### config.mk
export PLATFORM = sky130hd
export DESIGN_NAME = alu_arbiter_flat
export DESIGN_NICKNAME = d
export VERILOG_FILES = /design/src/rtl/alu_arbiter_if.sv /design/src/rtl/alu_arbiter.sv /design/src/flat_wrapper.sv
export SDC_FILE = /design/constraint.sdc
export NUM_CORES = 1
export LEC_CHECK = 0
export ABC_AREA = 1
export ABC_CLOCK_PERIOD_IN_PS = 6060
export CAP_MARGIN = 20
export CORE_MARGIN = 4
export CORE_UTILIZATION = 48
export CTS_CLUSTER_SIZE = 30
export DETAILED_ROUTE_END_ITERATION = 16
export PLACE_DENSITY = 0.79
export SYNTH_ARGS = -nofsm -noshare
export SYNTH_HDL_FRONTEND = slang
export SYNTH_SLANG_ARGS = --single-unit
### constraint.sdc
create_clock -name clk -period 6.06 [get_ports clk]
set_input_delay 1.212 -clock clk [delete_from_list [all_inputs] [get_ports clk]]
set_output_delay 1.212 -clock clk [all_outputs]
set_load 0.03 [all_outputs]
### src/rtl/alu_arbiter_if.sv
// Requester/consumer bundle for alu_arbiter: NUM_REQ packed request lanes plus one response lane.
// The arbiter binds the slave modport; requesters and the result consumer sit behind master.
interface alu_arbiter_if #(
    parameter int NUM_REQ = 4,
    parameter int ID_W    = 2,
    parameter int DATA_W  = 32
);
    logic [NUM_REQ-1:0]        req_valid;
    logic [NUM_REQ-1:0]        req_ready;
    logic [2*NUM_REQ-1:0]      req_sel;
    logic [DATA_W*NUM_REQ-1:0] req_a;
    logic [DATA_W*NUM_REQ-1:0] req_b;
    logic                      rsp_valid;
    logic                      rsp_ready;
    logic [ID_W-1:0]           rsp_id;
    logic [DATA_W-1:0]         rsp_data;

    modport slave (
        input  req_valid, req_sel, req_a, req_b, rsp_ready,
        output req_ready, rsp_valid, rsp_id, rsp_data
    );

    modport master (
        output req_valid, req_sel, req_a, req_b, rsp_ready,
        input  req_ready, rsp_valid, rsp_id, rsp_data
    );
endinterface

### src/rtl/alu_arbiter.sv
// Round-robin arbiter sharing one registered logic ALU (AND/OR/XOR/NOT) among NUM_REQ requesters.
// Latency: accept edge to rsp_valid is 2 cycles; one transaction in flight, accepts >= 3 cycles apart.
// Backpressure: rsp_ready low parks the result in RESP with all req_ready low. ALU_ARB_OPCNT_EN adds op_count.
module alu_arbiter #(
    parameter int NUM_REQ = 4,
    parameter int ID_W    = 2,
    parameter int DATA_W  = 32
) (
    input  logic         clk,
    input  logic         rst,
    alu_arbiter_if.slave bus,
    output logic         busy
`ifdef ALU_ARB_OPCNT_EN
    ,
    output logic [31:0]  op_count
`endif
);

    localparam logic [1:0] IDLE = 2'd0;
    localparam logic [1:0] EXEC = 2'd1;
    localparam logic [1:0] RESP = 2'd2;

    generate
        if (NUM_REQ < 2 || NUM_REQ > (2 ** ID_W)) begin : g_bad_cfg
            $error("alu_arbiter: NUM_REQ must be in 2..2**ID_W");
        end
    endgenerate

    logic [1:0]         state;
    logic [ID_W-1:0]    last_grant;
    logic [ID_W-1:0]    op_id;
    logic [1:0]         op_sel;
    logic [DATA_W-1:0]  op_a;
    logic [DATA_W-1:0]  op_b;

    logic               rsp_valid_q;
    logic [ID_W-1:0]    rsp_id_q;
    logic [DATA_W-1:0]  rsp_data_q;

    logic               gnt_found;
    logic [ID_W-1:0]    gnt_idx;
    logic [1:0]         gnt_sel;
    logic [DATA_W-1:0]  gnt_a;
    logic [DATA_W-1:0]  gnt_b;
    logic [NUM_REQ-1:0] ready_vec;
    logic [DATA_W-1:0]  alu_res;

    // Two passes give rotating priority: indices above last_grant first, then wrap to the rest.
    always_comb begin
        gnt_found = 1'b0;
        gnt_idx   = '0;
        gnt_sel   = '0;
        gnt_a     = '0;
        gnt_b     = '0;
        for (int i = 0; i < NUM_REQ; i++) begin
            if (!gnt_found && bus.req_valid[i] && (i > int'(last_grant))) begin
                gnt_found = 1'b1;
                gnt_idx   = ID_W'(i);
                gnt_sel   = bus.req_sel[2*i +: 2];
                gnt_a     = bus.req_a[DATA_W*i +: DATA_W];
                gnt_b     = bus.req_b[DATA_W*i +: DATA_W];
            end
        end
        for (int i = 0; i < NUM_REQ; i++) begin
            if (!gnt_found && bus.req_valid[i] && (i <= int'(last_grant))) begin
                gnt_found = 1'b1;
                gnt_idx   = ID_W'(i);
                gnt_sel   = bus.req_sel[2*i +: 2];
                gnt_a     = bus.req_a[DATA_W*i +: DATA_W];
                gnt_b     = bus.req_b[DATA_W*i +: DATA_W];
            end
        end
    end

    // Ready is masked by rst so the accept strobe is quiet while reset is held.
    always_comb begin
        ready_vec = '0;
        for (int i = 0; i < NUM_REQ; i++) begin
            if (!rst && (state == IDLE) && gnt_found && (gnt_idx == ID_W'(i)))
                ready_vec[i] = 1'b1;
        end
    end

    always_comb begin
        alu_res = '0;
        case (op_sel)
            2'b00:   alu_res = op_a & op_b;
            2'b01:   alu_res = op_a | op_b;
            2'b10:   alu_res = op_a ^ op_b;
            default: alu_res = ~op_a;
        endcase
    end

    always_ff @(posedge clk or posedge rst) begin
        if (rst) begin
            state       <= IDLE;
            last_grant  <= ID_W'(NUM_REQ - 1);
            op_id       <= '0;
            op_sel      <= '0;
            op_a        <= '0;
            op_b        <= '0;
            rsp_valid_q <= 1'b0;
            rsp_id_q    <= '0;
            rsp_data_q  <= '0;
        end else begin
            case (state)
                IDLE: begin
                    if (gnt_found) begin
                        op_id      <= gnt_idx;
                        op_sel     <= gnt_sel;
                        op_a       <= gnt_a;
                        op_b       <= gnt_b;
                        last_grant <= gnt_idx;
                        state      <= EXEC;
                    end
                end
                EXEC: begin
                    rsp_data_q  <= alu_res;
                    rsp_id_q    <= op_id;
                    rsp_valid_q <= 1'b1;
                    state       <= RESP;
                end
                RESP: begin
                    if (bus.rsp_ready) begin
                        rsp_valid_q <= 1'b0;
                        state       <= IDLE;
                    end
                end
                default: state <= IDLE;
            endcase
        end
    end

`ifdef ALU_ARB_OPCNT_EN
    always_ff @(posedge clk or posedge rst) begin
        if (rst)
            op_count <= '0;
        else if ((state == RESP) && bus.rsp_ready)
            op_count <= op_count + 32'd1;
    end
`endif

    assign bus.req_ready = ready_vec;
    assign bus.rsp_valid = rsp_valid_q;
    assign bus.rsp_id    = rsp_id_q;
    assign bus.rsp_data  = rsp_data_q;
    assign busy          = (state == EXEC) || (state == RESP);

endmodule

### src/flat_wrapper.sv
// flat-port wrapper written by rule: the top's interface ports become plain ports
module alu_arbiter_flat 
#(
    parameter int NUM_REQ = 4,
    parameter int ID_W    = 2,
    parameter int DATA_W  = 32
)
  (clk, rst, busy, bus_req_valid, bus_req_sel, bus_req_a, bus_req_b, bus_rsp_ready, bus_req_ready, bus_rsp_valid, bus_rsp_id, bus_rsp_data);
  alu_arbiter_if #(.NUM_REQ(NUM_REQ), .ID_W(ID_W), .DATA_W(DATA_W)) bus_i ();
  input  logic clk;
  input  logic rst;
  output logic busy;
  input wire logic [$bits(bus_i.req_valid)-1:0] bus_req_valid;
  input wire logic [$bits(bus_i.req_sel)-1:0] bus_req_sel;
  input wire logic [$bits(bus_i.req_a)-1:0] bus_req_a;
  input wire logic [$bits(bus_i.req_b)-1:0] bus_req_b;
  input wire logic [$bits(bus_i.rsp_ready)-1:0] bus_rsp_ready;
  output wire logic [$bits(bus_i.req_ready)-1:0] bus_req_ready;
  output wire logic [$bits(bus_i.rsp_valid)-1:0] bus_rsp_valid;
  output wire logic [$bits(bus_i.rsp_id)-1:0] bus_rsp_id;
  output wire logic [$bits(bus_i.rsp_data)-1:0] bus_rsp_data;
  assign bus_i.req_valid = bus_req_valid;
  assign bus_i.req_sel = bus_req_sel;
  assign bus_i.req_a = bus_req_a;
  assign bus_i.req_b = bus_req_b;
  assign bus_i.rsp_ready = bus_rsp_ready;
  assign bus_req_ready = bus_i.req_ready;
  assign bus_rsp_valid = bus_i.rsp_valid;
  assign bus_rsp_id = bus_i.rsp_id;
  assign bus_rsp_data = bus_i.rsp_data;
  alu_arbiter #(.NUM_REQ(NUM_REQ), .ID_W(ID_W), .DATA_W(DATA_W)) u_core (.clk(clk), .rst(rst), .bus(bus_i), .busy(busy));
endmodule
* Word-level counts from Yosys, hierarchy flattened *
Index checks and enable logic that the tools add are counted.

operators by class
  multiply operators = 0
  div/mod/pow operators = 0
  add/sub/neg operators = 0
  equality and inequality tests = 9
  mux-type cells = 45
  shift operators = 0
  bitwise operators = 4
  order comparisons = 6
  reductions and logical operators = 33

operators with widths
  kind                count
  $mux 32             14
  $pmux 32 s3         1
  $and 32x32->32      1
  $not 32->32         1
  $or 32x32->32       1
  $xor 32x32->32      1
  $mux 2              15
  $logic_and 1x1->1   18
  $mux 1              13
  $eq 2x2->1 const B  4
  $logic_not 1->1     7
  $eq 2x1->1 const B  3
  $logic_not 2->1     3
  $pmux 2 s3          1
  $reduce_and 2->1    3
  $gt 2x2->1 const A  2
  $le 2x2->1 const A  2
  $gt 1x2->1 const A  1
  $le 1x2->1 const A  1
  $ne 2x1->1 const B  1
  $ne 2x2->1 const B  1
  $pmux 1 s2          1
  $reduce_bool 2->1   1
  $logic_or 1x1->1    1

storage, ports and cells
  bits in latches = 0
  input bits = 271
  memories = 0
  ROM bits = 0
  memory bits (writable) = 0
  flip-flop bits (word level) = 107
  output and inout port bits = 40

* Longest topological paths before layout *
Gate-level depths: netlist of the first run.

  depth after elaboration = 29
  mapped depth = 11

* Worst setup path before layout of the first run *
Ideal clock, no wire load.

  path type = input to output
  start = input port rst
  end = output port bus_req_ready[0]
  buffers on the path = 0
  stages on the path = 3
  data arrival time = 4.356 ns
  setup slack = 0.492 ns
  path through = inv_1 -> nand2_1 -> nor2_1

between the ends
  word-level cells in the longest chain between the ends = 5

ends and longest elaborated chain
  what                             RTL line            source
  start, declared                  flat_wrapper.sv:11  input logic rst;
  $logic_not 1->1                  alu_arbiter.sv:79   if (!rst && (state == IDLE) && gnt_found && (gnt_idx == ID_W'(i)))
  $logic_and 1x1->1 (3 in series)  alu_arbiter.sv:79
  $mux 1                           alu_arbiter.sv:79
  end, declared                    flat_wrapper.sv:18  output wire logic [$bits(bus_i.req_ready)-1:0] bus_req_ready;

No other way between the ends.

* Worst setup path in the final report of the first run *
  start = input port bus_req_valid[2]
  end = output port bus_req_ready[1]

between the ends
  word-level cells in the longest chain between the ends = 25
  elaborated cells on any way between the ends = 32
  those cells by class = eq/ne: 1; mux: 13; reduce/logical: 18

ends and longest elaborated chain
  what                                                    RTL line            source
  start, declared                                         flat_wrapper.sv:13  input wire logic [$bits(bus_i.req_valid)-1:0] bus_req_valid;
  $logic_and 1x1->1 (2 in series)                         alu_arbiter.sv:56   if (!gnt_found && bus.req_valid[i] && (i > int'(last_grant))) begin
  $mux 1                                                  alu_arbiter.sv:56
  $logic_not 1->1                                         alu_arbiter.sv:56
  $logic_and 1x1->1 (2 in series)                         alu_arbiter.sv:56
  $mux 1                                                  alu_arbiter.sv:56
  $logic_not 1->1                                         alu_arbiter.sv:65   if (!gnt_found && bus.req_valid[i] && (i <= int'(last_grant))) begin
  $logic_and 1x1->1                                       alu_arbiter.sv:65
  $mux 1                                                  alu_arbiter.sv:65
  (+5 left out)                                           -
  $logic_and 1x1->1 (2 in series)                         alu_arbiter.sv:65
  $mux 1                                                  alu_arbiter.sv:65
  $logic_not 1->1                                         alu_arbiter.sv:65
  $logic_and 1x1->1 (2 in series)                         alu_arbiter.sv:65
  $mux 2 / $mux 1 (equally long branches)                 alu_arbiter.sv:65
  $eq 2x1->1 / $logic_and 1x1->1 (equally long branches)  alu_arbiter.sv:79
  $logic_and 1x1->1 *                                     alu_arbiter.sv:79
  $mux 1 *                                                alu_arbiter.sv:79

Every way passes the cells marked *; elsewhere a longest branch is shown, timed or not.

==> results of run 1 <==
## cells in the final DEF, fill, tap and decap left out, types with 9 or more instances in the layout
| cell | netlist | final |
|---|---|---|
| sky130_fd_sc_hd__nand2_1 | 217 | 217 |
| sky130_fd_sc_hd__clkdlybuf4s50_1 | 0 | 307 |
| sky130_fd_sc_hd__a21oi_1 | 71 | 71 |
| sky130_fd_sc_hd__nor2_1 | 474 | 472 |
| sky130_fd_sc_hd__nand4_1 | 67 | 67 |
| sky130_fd_sc_hd__inv_1 | 215 | 211 |
| sky130_fd_sc_hd__dfrtp_1 | 105 | 105 |
| sky130_fd_sc_hd__a221oi_1 | 32 | 32 |
| sky130_fd_sc_hd__ha_1 | 67 | 67 |
| sky130_fd_sc_hd__buf_4 | 3 | 17 |
| sky130_fd_sc_hd__clkbuf_16 | 0 | 9 |
| sky130_fd_sc_hd__o21ai_0 | 64 | 64 |
| sky130_fd_sc_hd__nand3_1 | 200 | 198 |
## registers in the layout (all words and copies together), names as in the netlist
name	count
u_core.bus.rsp_data	32
u_core.bus.rsp_id	2
u_core.bus.rsp_valid	1
u_core.last_grant	2
u_core.op_a	32
u_core.op_b	32
u_core.op_id	2
u_core.op_sel	2
u_core.state	2
## power by group through the flow
stage                     logic [mW]  registers [mW]  clock network (mW)
after floorplan                 2.20            1.52                   0
after global placement          3.30            1.45                   0
after detailed placement        3.42            1.47                   0
after CTS                       3.44            1.46               0.696
after global routing            3.96            1.49               0.728
final                           3.51            1.46               0.692
## kinds of logic after synthesis
kind of cell    count (synthesis)
fa+ha+maj                      67
buf+inv                       327
compound gates                172
flops                         107
simple gates                  965
## per-layer routing
layer,track usage,vias up,share of wire
li1,-,5687,-
met1,0.372,5443,0.37
met2,0.557,562,0.50
met3,0.0667,92,0.091
met4,0.125,0,0.036
met5,0,-,0
## cell type report
| type | instances | area share |
|---|---|---|
| Timing Repair Buffer | 329 | 0.246 |
| Inverter | 216 | 0.0607 |
| Multi-Input combinational cell | 1204 | 0.443 |
| Clock inverter | 6 | 0.00849 |
| Tap cell | 270 | 0.0252 |
| Sequential cell | 107 | 0.200 |
| Clock buffer | 10 | 0.0171 |
## critical path, stage by stage
cell,delay (ns)
sky130_fd_sc_hd__clkdlybuf4s50_1,0.50
sky130_fd_sc_hd__nand2_1,0.21
sky130_fd_sc_hd__nand3_2,0.12
sky130_fd_sc_hd__nor2_4,0.18
sky130_fd_sc_hd__buf_4,0.46
sky130_fd_sc_hd__a21oi_1,0.13
sky130_fd_sc_hd__nand2_1,0.21
sky130_fd_sc_hd__nand2_1,0.08
sky130_fd_sc_hd__nor2_1,0.09
sky130_fd_sc_hd__clkdlybuf4s50_1,0.68
## worst paths after layout
path,to,slack [ns],cells past startpoint
max in group asynchronous,u_core.op_b[27],3.46,4
worst min-delay path,u_core.bus.rsp_data[17],0.49,2
worst max-delay path,bus_req_ready[1],0.96,10
worst min register to register,u_core.bus.rsp_data[17],0.49,2
min in group asynchronous,u_core.op_b[18],1.50,3
worst max register to register,u_core.op_b[6],3.06,11
## metrics by stage
| stage | hold WS [ns] | utilization |
|---|---|---|
| 5_1_grt | 0.499 | 0.663 |
| 3_3_place_gp | 0.455 | 0.642 |
| 6_report | 0.486 | 0.663 |
| 3_5_place_dp | 0.473 | 0.642 |
| 4_1_cts | 0.491 | 0.659 |
| 2_1_floorplan | 0.449 | - |
==> Flow_metrics.wiki, run 1 <==
{| class="wikitable"
! Metric !! Value
|-
| Net switching power || 2.82 mW
|-
| Number of optimization iterations in the first detailed-route pass || 8
|-
| Flip-flop cell with the highest count after synthesis || sky130_fd_sc_hd__dfrtp_1
|-
| Number of antenna violations at the first check in global routing || 0
|-
| Remaining design rule violation count || 0
|-
| Clk pin slew, worst setup/hold paths || 0.07 ns
|-
| Clock tree from TritonCTS || done
|-
| Final hold violation count || 0
|-
| Launch point of the worst reg-to-reg path || u_core.last_grant[1]
|-
| Mean instance size in the synthesized netlist || 6.03 um^2
|-
| Total via count in the routed design || 11784
|-
| Number of buffer cells added on primary ports || between 300 and 400
|-
| Adder-Cell Fraction of Synth Area || 0.0849
|-
| Antenna Violating Nets Remaining || 0
|-
| Critical Path Start || bus_req_valid[2]
|-
| Post-synthesis cell type count || 26
|-
| DP Wirelength || roughly 25000 um
|-
| Cell taking the most area after synthesis || sky130_fd_sc_hd__dfrtp_1
|-
| Yosys Warn Count || 0
|-
| Cells after Synth || 1638
|-
| Proportion of layout cells with a drive suffix above 1 || 0.0294
|-
| Count of antenna diodes in the layout || 0
|-
| Maximum buffer depth of the clock tree || 2
|-
| Register cell area after layout || 0.00268 mm^2
|-
| Leakage power of the design || 6.73 nW
|-
| Kind of capture point of the worst setup path || output pin
|-
| Final critical-path share of the clock period || 0.842
|-
| Die area || 0.0229 mm^2
|-
| Worst endpoint data arrival time || 3.89 ns
|-
| Number of sinks on the clock net || 107
|-
| Combinational family with the most area after synthesis || simple AND/OR/NAND/NOR gates
|-
| Max-slew headroom at the worst pin || 0.339
|-
| Origin of the worst min-delay path || u_core.bus.rsp_data[17]
|-
| Final number of setup-violating endpoints || 0
|-
| Top cells by area, synth || sky130_fd_sc_hd__dfrtp_1 (27%), sky130_fd_sc_hd__nor2_1 (18%), sky130_fd_sc_hd__nand3_1 (10%)
|-
| Signed area change from the synthesized netlist to the final layout || 35.8%
|-
| Minimum setup slack in the final design || 0.959 ns
|-
| Post-CTS Setup Inserts || 0
|-
| Xor-xnor portion of the synthesized cell area || 0
|-
| Synth async-reset ratio || 1.00
|-
| X dimension of the die || 151 um
|-
| Total congestion overflow || 0
|-
| Per-cell routed wire length || 17.2 um
|-
| Buffer type at the clock tree root || sky130_fd_sc_hd__clkbuf_16
|-
| Placed Cells incl. Taps || 2123
|-
| Worst-Skew Late Latency || 0.37 ns
|-
| Share of total power in the clock network || 0.122
|-
| Final std cell area, no fill || 0.0134 mm^2
|-
| First-pass GRT wire length || 57200 um
|-
| Effective utilization at floorplan || 0.488
|-
| Most instantiated library cell after synthesis || sky130_fd_sc_hd__nor2_1
|-
| Number of hold buffers added after cts || 0
|-
| Non-Filler Instances || 2142
|-
| Cts repair resizes || 0
|-
| Summed instance area of the synthesized netlist || 0.00987 mm^2
|-
| CTS Buf Count || 9
|-
| Placer congestion estimate || about 0.87
|-
| Combinational share of power || 0.620
|-
| Total negative setup slack || 0 ns
|-
| Footprint of the multi-input gates || 0.00594 mm^2
|-
| Internal power || 2.84 mW
|-
| Post-detailed-route via-to-cell ratio || between 5 and 6
|-
| Peak fanout along the critical path || 39
|-
| Maximum number of pins on one net before global-route repair || between 70 and 80
|-
| Most frequent cells after synthesis || sky130_fd_sc_hd__nor2_1 (474), sky130_fd_sc_hd__nand2_1 (217), sky130_fd_sc_hd__inv_1 (215)
|-
| Slew at the pin closest to its max-slew limit || 0.991 ns
|-
| Final slew viol count || 0
|-
| Number of flops mapped to enable cells by yosys || 0
|-
| Compound-cell area share of the yosys netlist || 0.100
|-
| Status || completed
|-
| Height of the die || 151 um
|-
| Placement row count || between 50 and 60
|-
| Net switching fraction of the power || 0.498
|-
| Share of synthesized area spent on multiplexers || 0
|-
| Fill cell count || 1889
|-
| DRT Wirelength || 36900 um
|-
| Worst vdd rail ir drop || 0.265 mV
|-
| Via count of the first global-routing pass || 11139
|-
| Synth Area in Simple Gates || 0.413
|-
| Overall power of the completed layout || around 5.7 mW
|-
| Fin crit period || 5.10 ns
|-
| Top cell type's share of synthesized area || 0.266
|-
| Path type of the worst min-delay path || reg2reg
|-
| Max-cap violations || 0
|-
| Setup repair after global routing missed its margin || no
|-
| H-tree depth || 3
|-
| WP data required || 4.85 ns
|-
| Global Route Usage Sum || 0.315
|-
| Clock tree skew after final layout || around 0.0067 ns
|-
| Number of register bits inferred by synthesis || roughly 110
|-
| Max Clk Rate || 196 MHz
|-
| Net count of the mapped netlist || 1976
|-
| Power share of the sequential group || 0.258
|-
| Fraction of the yosys area taken by sequential cells || 0.271
|-
| CP startpoint kind || input port
|-
| Pre-CTS setup slack || 1.03 ns
|-
| Number of violations reported at the end of detailed-routing iteration 0 || 809
|-
| Power density normalized to cell area || approximately 420 mW/mm^2
|-
| Startpoint-to-endpoint class of the critical path || in2out
|-
| Placement Cell Area || 0.0130 mm^2
|-
| Net count reported at finish || ~2200
|-
| Total I/O pin count || 311
|-
| Floorplan core area || 0.0202 mm^2
|}
Note: power is estimated with default switching activity, not from simulation.
==> inputs of run 2 (changes only) <==
--- a/config.mk
+++ b/config.mk
@@ -6,7 +6,7 @@
 export NUM_CORES = 1
 export LEC_CHECK = 0
 export ABC_AREA = 1
-export ABC_CLOCK_PERIOD_IN_PS = 6060
+export ABC_CLOCK_PERIOD_IN_PS = 4900
 export CAP_MARGIN = 20
 export CORE_MARGIN = 4
 export CORE_UTILIZATION = 48
==> constraint.sdc (replaced) <==
create_clock -name clk -period 4.9 [get_ports clk]
set_input_delay 0.98 -clock clk [delete_from_list [all_inputs] [get_ports clk]]
set_output_delay 0.98 -clock clk [all_outputs]
set_load 0.03 [all_outputs]
==> run 2 against run 1 <==
Against the previous run: via count increased by 0.36%; wire length is 0.54% higher; die area is the same; final cell count is the same; worst hold slack about the same; critical path type unchanged.
==> Flow_metrics.wiki, run 2 (synthesized netlist as in run 1, its figures left out) <==
{| class="wikitable"
! Metric !! Value
|-
| Number of buffer cells added on primary ports || 310 (unchanged)
|-
| Global routing met3 resource utilization || 0.0655 (was 0.0667)
|-
| Floorplan core area || 0.0202 mm^2 (unchanged)
|-
| Number of hold buffers added after cts || 0 (unchanged)
|-
| Met1 global-route usage || 0.373 (was 0.372)
|-
| Combinational share of power || 0.628 (was 0.620)
|-
| Buffer type at the clock tree root || sky130_fd_sc_hd__clkbuf_16 (unchanged)
|-
| H-tree depth || 3 (unchanged)
|-
| Fill cell count || 1834 (was 1889)
|-
| Post-CTS Setup Inserts || 0 (unchanged)
|-
| Placement row count || 52 (unchanged)
|-
| CTS Buf Count || 9 (unchanged)
|-
| Worst endpoint data arrival time || 3.43 ns (was 3.89 ns)
|-
| Count of antenna diodes in the layout || 0 (unchanged)
|-
| Number of optimization iterations in the first detailed-route pass || 6 (was 8)
|-
| Placer congestion estimate || 0.872 (was 0.870)
|-
| Power density normalized to cell area || 517 mW/mm^2 (was 422 mW/mm^2)
|-
| Net count reported at finish || 2205 (unchanged)
|-
| Via count of the first global-routing pass || 11550 (was 11139)
|-
| Startpoint-to-endpoint class of the critical path || in2out (unchanged)
|-
| Power share of the sequential group || 0.262 (was 0.258)
|-
| DRT Wirelength || 37100 um (was 36900 um)
|-
| Setup repair after global routing missed its margin || no (unchanged)
|-
| Max-cap violations || 0 (unchanged)
|-
| Clock tree skew after final layout || 0.00965 ns (was 0.00667 ns)
|-
| Global Route Usage Sum || 0.315 (about the same)
|-
| Die area || 0.0229 mm^2 (unchanged)
|-
| Slew at the pin closest to its max-slew limit || 0.989 ns (was 0.991 ns)
|-
| Highest-count cells in the layout ignoring fill and taps || sky130_fd_sc_hd__nor2_1 (472), sky130_fd_sc_hd__clkdlybuf4s50_1 (306), sky130_fd_sc_hd__nand2_1 (217) (was sky130_fd_sc_hd__nor2_1 (472), sky130_fd_sc_hd__clkdlybuf4s50_1 (307), sky130_fd_sc_hd__nand2_1 (217))
|-
| DP Wirelength || 24700 um (was 24800 um)
|-
| Share of total power in the clock network || 0.110 (was 0.122)
|-
| Max Clk Rate || roughly 230 MHz
|-
| Post-detailed-route via-to-cell ratio || 5.52 (was 5.50)
|-
| Effective utilization at floorplan || 0.488 (unchanged)
|-
| Leakage power of the design || 6.71 nW (was 6.73 nW)
|-
| Remaining design rule violation count || 0 (unchanged)
|-
| Kind of capture point of the worst setup path || output pin (unchanged)
|-
| Most frequent standard cell in the layout excluding fill and tap cells || sky130_fd_sc_hd__nor2_1 (unchanged)
|-
| Path type of the worst min-delay path || reg2reg (unchanged)
|-
| Layer with the highest usage || met2 (unchanged)
|-
| M2 GR Usage || 0.549 (was 0.557)
|-
| Pre-CTS setup slack || 0.527 ns (was 1.03 ns)
|-
| X dimension of the die || 151 um (unchanged)
|-
| Per-cell routed wire length || 17.3 um (was 17.2 um)
|-
| Total via count in the routed design || 11826 (was 11784)
|-
| Clk pin slew, worst setup/hold paths || 0.07 ns (about the same)
|-
| Number of antenna violations at the first check in global routing || 0 (unchanged)
|-
| CP startpoint kind || input port (unchanged)
|-
| Number of violations reported at the end of detailed-routing iteration 0 || 848 (was 809)
|-
| Net switching power || 3.49 mW (was 2.82 mW)
|-
| Final number of setup-violating endpoints || 0 (unchanged)
|-
| Cts repair resizes || 0 (unchanged)
|-
| Internal power || 3.41 mW (was 2.84 mW)
|-
| Proportion of layout cells with a drive suffix above 1 || 0.0299 (was 0.0294)
|-
| Fin crit period || 4.41 ns
|-
| First-pass GRT wire length || 57400 um (was 57200 um)
|-
| Height of the die || 151 um (unchanged)
|-
| Signed area change from the synthesized netlist to the final layout || 35.3% (was 35.8%)
|-
| Antenna Violating Nets Remaining || 0 (unchanged)
|-
| Minimum setup slack in the final design || 0.487 ns (was 0.959 ns)
|-
| Max-slew headroom at the worst pin || 0.340 (was 0.339)
|-
| WP data required || 3.92 ns (was 4.85 ns)
|-
| Peak fanout along the critical path || 10 (was 39)
|-
| Final critical-path share of the clock period || 0.901
|-
| Worst vdd rail ir drop || 0.417 mV (was 0.265 mV)
|-
| Clock tree from TritonCTS || done (unchanged)
|-
| Net switching fraction of the power || 0.506 (was 0.498)
|-
| Total I/O pin count || 311 (unchanged)
|-
| Worst-Skew Late Latency || 0.36 ns (was 0.37 ns)
|-
| Number of sinks on the clock net || 107 (unchanged)
|-
| Final hold violation count || 0 (unchanged)
|-
| Maximum buffer depth of the clock tree || 2 (unchanged)
|-
| Maximum number of pins on one net before global-route repair || 71 (unchanged)
|-
| Status || completed (unchanged)
|-
| Total negative setup slack || 0 ns (unchanged)
|-
| Final slew viol count || 0 (unchanged)
|-
| Total congestion overflow || 0 (unchanged)
|}
run 2: cell types whose count changed in the layout (fill, tap and decap cells not counted), sizes merged:
cell and delta:
buf +1, bufinv -2, clkbuf +1, clkdlybuf4s50 -1
clkinv +2, clkinvlp -1
run 2: path summary, 6_finish.rpt:
| check | slack [ns] | depth (start not counted) | to | start |
|---|---|---|---|---|
| setup / recovery | 0.49 | 9 | bus_req_ready[3] | bus_req_valid[2] |
| hold / removal | 0.49 | 2 | u_core.last_grant[0] | u_core.last_grant[0] |
| setup reg to reg | 1.44 | 10 | u_core.op_b[9] | u_core.last_grant[1] |
| hold reg to reg | 0.49 | 2 | u_core.last_grant[0] | u_core.last_grant[0] |
| max in group asynchronous | 2.38 | 4 | u_core.bus.rsp_valid | rst |
| min in group asynchronous | 1.30 | 3 | u_core.op_b[5] | rst |
run 2: layer usage:
metal,vias to the layer above,routed length [um]
li1,5677,-
met1,5456,14300
met2,600,18000
met3,93,3240
met4,0,1460
met5,-,0
run 2: final cells by class:
cell class                      instances  area [um^2]  share of cell area
Clock buffer                           11          243              0.0182
Clock inverter                          5         61.3             0.00459
Inverter                              216          815              0.0610
Multi-Input combinational cell       1204         5950               0.445
Sequential cell                       107         2680               0.201
Tap cell                              270          338              0.0253
Timing Repair Buffer                  329         3270               0.245
run 2: per-stage QoR:
step                      hold WS, ns  cells  power [mW]  area, um^2   util
after floorplan                 0.449   1638        4.60        9880      -
after global placement          0.457   2124        5.87       13000  0.642
after detailed placement        0.473   2124        6.05       13000  0.642
after CTS                       0.488   2140        6.84       13300  0.657
after global routing            0.507   2142        7.52       13400  0.660
final                           0.485   2142        6.90       13400  0.660
run 2: critical path: stages:
cell and delay, ns:
sky130_fd_sc_hd__clkdlybuf4s50_1 0.51, sky130_fd_sc_hd__nand2_1 0.23, sky130_fd_sc_hd__nand3_2 0.14, sky130_fd_sc_hd__nor2_4 0.34, sky130_fd_sc_hd__o211ai_1 0.14, sky130_fd_sc_hd__nand2_1 0.22
sky130_fd_sc_hd__nand2_1 0.08, sky130_fd_sc_hd__nor2_1 0.11, sky130_fd_sc_hd__clkdlybuf4s50_1 0.68
run 2: power by group through the flow:
stage | Sequential (mW) | Clock, mW | Combinational [mW]
final | 1.81 | 0.759 | 4.33
after global routing | 1.85 | 0.811 | 4.86
after CTS | 1.80 | 0.777 | 4.26
after detailed placement | 1.81 | 0 | 4.24
after global placement | 1.80 | 0 | 4.07
after floorplan | 1.88 | 0 | 2.72
==> edit: new RTL, settings of run 2 <==
`DATA_W` is set to 32 in 3 places; all go to 36.
--- a/src/rtl/alu_arbiter_if.sv
+++ b/src/rtl/alu_arbiter_if.sv
@@ -4,5 +4,5 @@
     parameter int NUM_REQ = 4,
     parameter int ID_W    = 2,
-    parameter int DATA_W  = 32
+    parameter int DATA_W  = 36
 );
     logic [NUM_REQ-1:0]        req_valid;
--- a/src/rtl/alu_arbiter.sv
+++ b/src/rtl/alu_arbiter.sv
@@ -5,5 +5,5 @@
     parameter int NUM_REQ = 4,
     parameter int ID_W    = 2,
-    parameter int DATA_W  = 32
+    parameter int DATA_W  = 36
 ) (
     input  logic         clk,
--- a/src/flat_wrapper.sv
+++ b/src/flat_wrapper.sv
@@ -4,5 +4,5 @@
     parameter int NUM_REQ = 4,
     parameter int ID_W    = 2,
-    parameter int DATA_W  = 32
+    parameter int DATA_W  = 36
 )
   (clk, rst, busy, bus_req_valid, bus_req_sel, bus_req_a, bus_req_b, bus_rsp_ready, bus_req_ready, bus_rsp_valid, bus_rsp_id, bus_rsp_data);
Interface: changed (resized bus_req_a, bus_req_b and bus_rsp_data); port bits go from 311 to 347. No check against the original RTL was run, so the function may have changed too.
==> edit against run 2 <==
Power rose by 15%. Combinational power rose by 9.7%. Sequential cell count rose by 12. Sequential share of layout area fell by 0.69 points. Worst setup slack improved by 0.089 ns. Routed wire length rose by 14%. Area after synthesis rose by 15%. Cell area rose by 15%. Clock skew fell by 0.00051 ns.
==> edit: results (changes against run 2) <==
P_LEAK_nW=7.784  # was 6.711 nW
FILLERS=2113  # was 1,834
NUMBER_OF_DRC_MARKERS_AFTER_THE_INITIAL_DETAILED_ROUTE_ITERATION=1254  # was 848
HOLD_CLASS='flip-flop to flip-flop'  # unchanged
VIAS=13640  # was 11,830
PLACED_AREA_MM2=0.01480  # was 0.01300 mm2
IO_PORT_BUFS=346  # was 310
MAXIMUM_NUMBER_OF_PINS_ON_ONE_NET_BEFORE_GLOBAL_ROUTE_REPAIR=92  # was 71
CTS-ROOT-BUF='clkbuf_16'  # unchanged
GRT_FIRST_PASS_WIRELENGTH_UM=66790  # was 57,370 um
DRIVE_GT1_FRAC=0.04041  # was 0.02991
SEQ_AREA_FRAC_SYNTH=0.2623  # was 0.2714
SETUP_SLACK_AT_PLACEMENT_NS=0.5997  # was 0.5271 ns
DRC_ERRORS=0  # unchanged
GLOBALPLACE.CONGESTION=0.9061  # was 0.8719
CLOCK_INSERTION_DELAY_WORST_SKEW_NS=0.42  # was 0.36 ns
SYNTHARSTFLOPSHARE=1.000  # unchanged
NETLIST-CELL-TYPE-COUNT=31  # was 26
FINAL_NET_COUNT=2519  # was 2,205
CTS.CLK_SLEW.WORST_PATHS_NS=0.05  # was 0.07 ns
PLACE_HPWL_UM=28960  # was 24,730 um
YOSYS-TOP-CELLS-AREA='dfrtp_1 26%, nor2_1 17%, nand2_1 10%, nand3_1 9.2%, inv_1 8.3%'  # was dfrtp_1 27%, nor2_1 18%, nand3_1 10%, ha_1 8.5%, nand2_1 8.2%
DETAIL_ROUTE.FIRST_PASS.ITERATIONS=7  # was 6
WORST_R2R_STARTPOINT='u_core.last_grant[1]'  # unchanged
SYNTH.NET_COUNT=2255  # was 1,976
WORSTPATHMAXFANOUT=20  # was 10
WORSTPATHARRIVAL_NS=3.34  # was 3.43 ns
MIN_FROM='u_core.op_id[1]'  # was u_core.last_grant[0]
ANTENNA_VIOLATIONS_BEFORE_REPAIR=6  # was 0
FINALCLOCKSKEW_NS=0.009148  # was 0.009655 ns
SYNTH.CELLS.MOST_FREQUENT='502 x nor2_1, 306 x nand2_1, 252 x inv_1'  # was 474 x nor2_1, 217 x nand2_1, 215 x inv_1
GRT_USE_TOTAL=0.3137  # was 0.3154
WORST-SLEW-PIN-TRANSITION_NS=1.067  # was 0.9886 ns
VDD_IR_DROP_MAX_uV=287.5  # was 417.0 uV
RUN_STATUS='finished clean'  # unchanged
NUMCTSBUFFERS=17  # was 9
CLK_PATH_BUF_DEPTH=2  # unchanged
DRT-TOTAL-WL_UM=42360  # was 37,050 um
H-TREE-DEPTH=4  # was 3
WORST_SETUP_PATH_STARTPOINT='bus_req_valid[3]'  # was bus_req_valid[2]
## edit: cell count changes after synthesis, sizes merged, moves of 2 or more
cell | run 2 | this run
a21oi | 71 | 59
a221oi | 32 | 36
buf | 47 | 56
clkbuf | 64 | 69
clkinv | 0 | 2
dfrtp | 105 | 117
ha | 67 | 75
inv | 216 | 254
nand2 | 220 | 310
nand3 | 201 | 210
nand4 | 68 | 77
nor2 | 475 | 514
o21ai | 66 | 93
## edit: per-layer routing
metal | GRT usage | part of all wire
met1 | 0.3601 | 0.37
met2 | 0.5417 | 0.48
met3 | 0.06673 | 0.091
met4 | 0.1795 | 0.052
met5 | 0 | 0.00097
## edit: final timing paths
check                      slack, ns                       to  depth (start not counted)
max                             0.58         bus_req_ready[2]                         12
min                             0.48     u_core.bus.rsp_id[1]                          2
max reg2reg                     1.93          u_core.op_a[14]                          9
min reg2reg                     0.48     u_core.bus.rsp_id[1]                          2
max in group asynchronous       2.25           u_core.op_a[6]                          4
min in group asynchronous       1.28  u_core.bus.rsp_data[17]                          3
## edit: kinds of logic after synthesis
group	after synthesis	synth area share
AND/OR/NAND/NOR	1112	0.4172
adder cells (fa/ha/maj)	75	0.08260
buffers and inverters	381	0.1417
flip-flops	119	0.2623
AO/OA/AOI/OAI	190	0.09614
## edit: worst max-delay path, cell delays in order
cell and delay, ns:
clkdlybuf4s50_1 0.61, nand2_4 0.24, nand3_4 0.19, nor2_8 0.05, nand2_1 0.10, nand2_1 0.05
nor2_1 0.08, nand2_1 0.12, inv_1 0.09, nand2_1 0.05, nor2_1 0.09, clkdlybuf4s50_1 0.68
## edit: cell type report
type	instances	area, um2	share of cell area
timing repair buffer	370	3649	0.2372
tap	319	399.1	0.02595
clock inverter	10	102.6	0.006672
inverter	256	964.7	0.06273
clock buffer	21	470.5	0.03059
sequential	119	2980	0.1938
multi-input combinational	1377	6805	0.4425
antenna	3	7.507	0.0004882
## edit: where the power goes
group,total (mW),switching (mW),internal [mW]
logic,4.75,2.99,1.77
clock network,1.22,0.441,0.778
registers,1.95,0.449,1.50
total,7.92,3.87,4.05
## edit: metrics by stage
stage / instances / util
2_1_floorplan: 1877 / -
3_3_place_gp: 2441 / 0.6323
3_5_place_dp: 2441 / 0.6323
4_1_cts: 2472 / 0.6568
5_1_grt: 2475 / 0.6571
6_report: 2475 / 0.6571
